`src/rtl/pattern_tx_serializer.sv`:
```
// Frame serializer: SYNC_PATTERN preamble, payload MSB-first, then GAP_CYCLES idle bits.
// Define PATTERN_TX_PARITY_EN to append an even-parity bit after the payload.
module pattern_tx_serializer #(
    parameter int                DATA_W       = 8,
    parameter int                SYNC_W       = 5,
    parameter logic [SYNC_W-1:0] SYNC_PATTERN = 5'b11010,
    parameter int                GAP_CYCLES   = 2,
    parameter logic              IDLE_BIT     = 1'b0
) (
    input  logic              clk,
    input  logic              rst,
    input  logic [DATA_W-1:0] data_in,
    input  logic              data_valid,
    output logic              data_ready,
    output logic              stream_out,
    output logic              sync_active,
    output logic              busy,
    output logic              frame_done
);

    localparam int CNT_MAX_A = (SYNC_W > DATA_W) ? SYNC_W : DATA_W;
    localparam int CNT_MAX_B = (CNT_MAX_A > GAP_CYCLES) ? CNT_MAX_A : GAP_CYCLES;
    localparam int CNT_MAX   = (CNT_MAX_B > 1) ? CNT_MAX_B : 1;
    localparam int CNT_W     = $clog2(CNT_MAX) + 1;

    localparam logic [CNT_W-1:0] SYNC_LAST = CNT_W'(SYNC_W - 1);
    localparam logic [CNT_W-1:0] DATA_LAST = CNT_W'(DATA_W - 1);
    localparam logic [CNT_W-1:0] DATA_PEN  = CNT_W'((DATA_W > 1) ? DATA_W - 2 : 0);
    localparam logic [CNT_W-1:0] GAP_LAST  = CNT_W'((GAP_CYCLES > 0) ? GAP_CYCLES - 1 : 0);

`ifdef PATTERN_TX_PARITY_EN
    localparam bit HAS_PARITY = 1'b1;
    typedef enum logic [2:0] {S_IDLE, S_SYNC, S_DATA, S_PARITY, S_GAP} state_t;
`else
    localparam bit HAS_PARITY = 1'b0;
    typedef enum logic [1:0] {S_IDLE, S_SYNC, S_DATA, S_GAP} state_t;
`endif

    state_t             state;
    logic [CNT_W-1:0]   cnt;
    logic [DATA_W-1:0]  shreg;
    logic [SYNC_W-1:0]  sync_sh;
`ifdef PATTERN_TX_PARITY_EN
    logic               par;
`endif

    assign data_ready = (state == S_IDLE) && !rst;

    // Outputs are registered one cycle ahead: each branch loads the bit that
    // the next state shows on its first cycle.
    always_ff @(posedge clk) begin
        if (rst) begin
            state       <= S_IDLE;
            cnt         <= '0;
            shreg       <= '0;
            sync_sh     <= '0;
            stream_out  <= IDLE_BIT;
            sync_active <= 1'b0;
            busy        <= 1'b0;
            frame_done  <= 1'b0;
`ifdef PATTERN_TX_PARITY_EN
            par         <= 1'b0;
`endif
        end else begin
            frame_done <= 1'b0;
            case (state)
                S_IDLE: begin
                    stream_out <= IDLE_BIT;
                    if (data_valid) begin
                        state       <= S_SYNC;
                        cnt         <= '0;
                        shreg       <= data_in;
                        sync_sh     <= SYNC_PATTERN << 1;
                        stream_out  <= SYNC_PATTERN[SYNC_W-1];
                        sync_active <= 1'b1;
                        busy        <= 1'b1;
`ifdef PATTERN_TX_PARITY_EN
                        par         <= ^data_in;
`endif
                    end
                end
                S_SYNC: begin
                    if (cnt == SYNC_LAST) begin
                        state       <= S_DATA;
                        cnt         <= '0;
                        stream_out  <= shreg[DATA_W-1];
                        shreg       <= shreg << 1;
                        sync_active <= 1'b0;
                        frame_done  <= (DATA_W == 1) && !HAS_PARITY;
                    end else begin
                        cnt        <= cnt + 1'b1;
                        stream_out <= sync_sh[SYNC_W-1];
                        sync_sh    <= sync_sh << 1;
                    end
                end
                S_DATA: begin
                    if (cnt == DATA_LAST) begin
                        cnt <= '0;
`ifdef PATTERN_TX_PARITY_EN
                        state      <= S_PARITY;
                        stream_out <= par;
                        frame_done <= 1'b1;
`else
                        stream_out <= IDLE_BIT;
                        if (GAP_CYCLES > 0) begin
                            state <= S_GAP;
                        end else begin
                            state <= S_IDLE;
                            busy  <= 1'b0;
                        end
`endif
                    end else begin
                        cnt        <= cnt + 1'b1;
                        stream_out <= shreg[DATA_W-1];
                        shreg      <= shreg << 1;
                        frame_done <= !HAS_PARITY && (cnt == DATA_PEN);
                    end
                end
`ifdef PATTERN_TX_PARITY_EN
                S_PARITY: begin
                    cnt        <= '0;
                    stream_out <= IDLE_BIT;
                    if (GAP_CYCLES > 0) begin
                        state <= S_GAP;
                    end else begin
                        state <= S_IDLE;
                        busy  <= 1'b0;
                    end
                end
`endif
                S_GAP: begin
                    stream_out <= IDLE_BIT;
                    if (cnt == GAP_LAST) begin
                        state <= S_IDLE;
                        cnt   <= '0;
                        busy  <= 1'b0;
                    end else begin
                        cnt <= cnt + 1'b1;
                    end
                end
                default: begin
                    state       <= S_IDLE;
                    cnt         <= '0;
                    stream_out  <= IDLE_BIT;
                    sync_active <= 1'b0;
                    busy        <= 1'b0;
                end
            endcase
        end
    end

endmodule

```
`config.mk`:
```
export PLATFORM = sky130hd
export DESIGN_NAME = pattern_tx_serializer
export DESIGN_NICKNAME = d
export VERILOG_FILES = /design/src/rtl/pattern_tx_serializer.sv
export SDC_FILE = /design/constraint.sdc
export NUM_CORES = 1
export LEC_CHECK = 0
export BUFFER_PORTS_ARGS = -buffer_cell sky130_fd_sc_hd__buf_2
export CORE_MARGIN = 2
export CORE_UTILIZATION = 60
export CTS_BUF_LIST = sky130_fd_sc_hd__clkbuf_4 sky130_fd_sc_hd__clkbuf_8
export DETAILED_ROUTE_END_ITERATION = 8
export HOLD_SLACK_MARGIN = 0.08
export PLACE_DENSITY = 0.82
export SYNTH_ARGS = -nofsm -noshare
export SYNTH_HDL_FRONTEND = slang
export SYNTH_SLANG_ARGS = --single-unit
```
`constraint.sdc`:
```
create_clock -name clk -period 4 [get_ports clk]
set_input_delay 0.4 -clock clk [delete_from_list [all_inputs] [get_ports clk]]
set_output_delay 0.4 -clock clk [all_outputs]
set_load 0.005 [all_outputs]
```
==> run summary <==
number of buffers created by CTS: 3
slew margin rel.: 44.5%
clock sink count: 21
count of final setup violators: 0
clock transition at the registers of the reported paths: 120 ps
post-route clock period utilization: 57.1%
setup_tns: 0 ps
post-synthesis simple-gate area fraction: 24.9%
Top FF cell, synth: dfxtp_1
core area: 0.00194 mm2
CTS Root Cell: clkbuf_4
status: finished clean
hpwl dp: 1700 um
die width: 49 um
CTS Hold Bufs: 0
DRC: 0
synth warn: 0
Tot GR Track Use: 21.8%
Initial Util: 62.6%
WHS: 344 ps
# IOs: 16
global placer's final weighted congestion: 0.817
Seq cells post-synth: 21
main combinational cell family by area after synthesis: simple AND/OR/NAND/NOR gates
Max-cap violations: 0
final hold vios: 0
CTS tree: yes
largest net degree at the start of global routing: 23
Syn Area/Cell: 9.13 um2
LEAKAGE: 0.000529 uW
drt first pass iters: 4
Reg2Reg Setup Slack: 1710 ps
Clock Path Buffers: 2
complex-gate fraction of the synthesized area: 18.4%
Finished Core Util: 66.8%
CP arrival: 2510 ps
syn_nets: 154
num rows: 16
post-CTS sizing: 0
die height: 49 um
XOR/XNOR Fraction of Synth Area: 0%
RSZ-0062 raised after global routing: false
Worst-Margin Slew: 833 ps
area leader, netlist: dfxtp_1
via/cell ratio: 5.63
Synth Area in Adders: 10.3%
sequential share of the synthesized area: 34.6%
routed wire length: 2310 um
worst hold path type: input port to register
fraction of layout cells with a size suffix above 1: 16.0%
Fmax: 438 MHz
synth top area cells: dfxtp_1 (35%), ha_1 (10%), mux2i_1 (5.8%)
Fillers: 172
antenna violations before repair: 0
ANT nets after route: 0
Yosys top cell area share: 34.6%
Worst Setup Start Kind: register
Synth cell types: 37
Final min period: 2290 ps
Worst Skew: 6.61 ps
worst-path maximum fanout: 16
vias in the first global route: 968
Layout area overhead: 6.80%
Required @ worst endpoint: 4230 ps
CTS HTree Levels: 1
number of inserted diodes: 0
Critical Path End Type: register
Mapped Cells: 133
Post-Syn Area: 0.00121 mm2
via count: 962
post-CTS setup buffers: 0
initial drt markers: 19
global-route wire length before repair: 4140 um
Avg WL per Cell: 13.5 um
die area: 0.00240 mm2
crit path kind: register to register
IO buf count: 15
number of synthesized flops with an enable pin: 0
IR drop worst, VDD: 0.383 mV
Total Nets Final: 166
total gr overflow: 0
post-synthesis mux area share: 5.77%
final slew viol count: 0
P per Cell Area: 674 mW/mm2
Async SR Flop Fraction: 0%
Skew-Pair Late Insertion Delay: 310 ps
==> Yosys cell counts, drive strengths merged, types with 4 or more instances <==
| library cell | count |
|---|---|
| nor2 | 18 |
| dfxtp | 21 |
| a21oi | 6 |
| o21ai | 7 |
| nand2 | 6 |
| ha | 10 |
| mux2i | 7 |
| inv | 5 |
| nand3b | 4 |
| buf | 6 |
| a211oi | 8 |
==> state kept, by name, indices dropped and copies added (netlist names) <==
name         flops
state            2
sync_sh          3
frame_done       1
sync_active      1
cnt              4
busy             1
stream_out       1
shreg            8
==> cell type report <==
class	instances	area, um2	area share [%]
tap	27	33.8	2.60
inverter	5	18.8	1.45
multi-input combinational	99	722	55.6
sequential	21	420	32.4
clock inverter	1	5.00	0.386
clock buffer	3	22.5	1.74
timing repair buffer	15	75.1	5.79
==> kinds of logic after synthesis <==
kind of cell	Yosys count
flip-flops	21
AO/OA/AOI/OAI	30
adder cells (fa/ha/maj)	10
AND/OR/NAND/NOR	52
buffers and inverters	13
multiplexers	7
==> layout by cell type (no fill, tap or decap), types with 3 or more instances in the layout <==
| cell | synthesis | routed |
|---|---|---|
| buf_2 | 1 | 15 |
| ha_1 | 10 | 10 |
| nand2_1 | 6 | 6 |
| nor2_1 | 18 | 18 |
| nor3_1 | 3 | 3 |
| mux2i_1 | 7 | 7 |
| nand3b_1 | 3 | 3 |
| inv_1 | 5 | 5 |
| nand2b_1 | 3 | 3 |
| clkbuf_4 | 0 | 3 |
| a211oi_1 | 6 | 6 |
| dfxtp_1 | 21 | 21 |
| a21oi_1 | 6 | 6 |
| o21ai_0 | 7 | 7 |
==> path summary, 6_finish.rpt <==
kind,start,to,cells past startpoint
min reg2reg,sync_active,sync_active,2
min,data_in[0],shreg[0],3
max reg2reg,state[0],shreg[1],6
max,state[0],shreg[1],6
==> power by group <==
group,internal [uW],switching (uW),total [uW]
clock network,37.4,68.2,106
registers,282,46.1,328
logic,193,248,441
total,512,362,875
==> routing by layer <==
metal	routed length [um]	GRT usage, %
met3	79	3.07
met1	1070	27.4
met2	1130	37.4
met4	27	9.05
met5	0	0
==> metrics by stage <==
step                instance area [um2]  cells  total power (uW)  setup slack (ps)
CTS                                1300    171               877              1710
floorplan                          1210    133               695              2100
global route                       1300    171               953              1500
detailed placement                 1270    167               775              1740
finish                             1300    171               875              1710
global placement                   1270    167               751              1860
==> worst max-delay path, stage by stage (launching register included) <==
cell and delay, ps:
dfxtp_1 410, inv_1 110, ha_1 270, nor2b_1 260, a2111oi_4 810, nor2_1 80, a211oi_1 250
No activity file was read; power rests on OpenSTA's default activity.
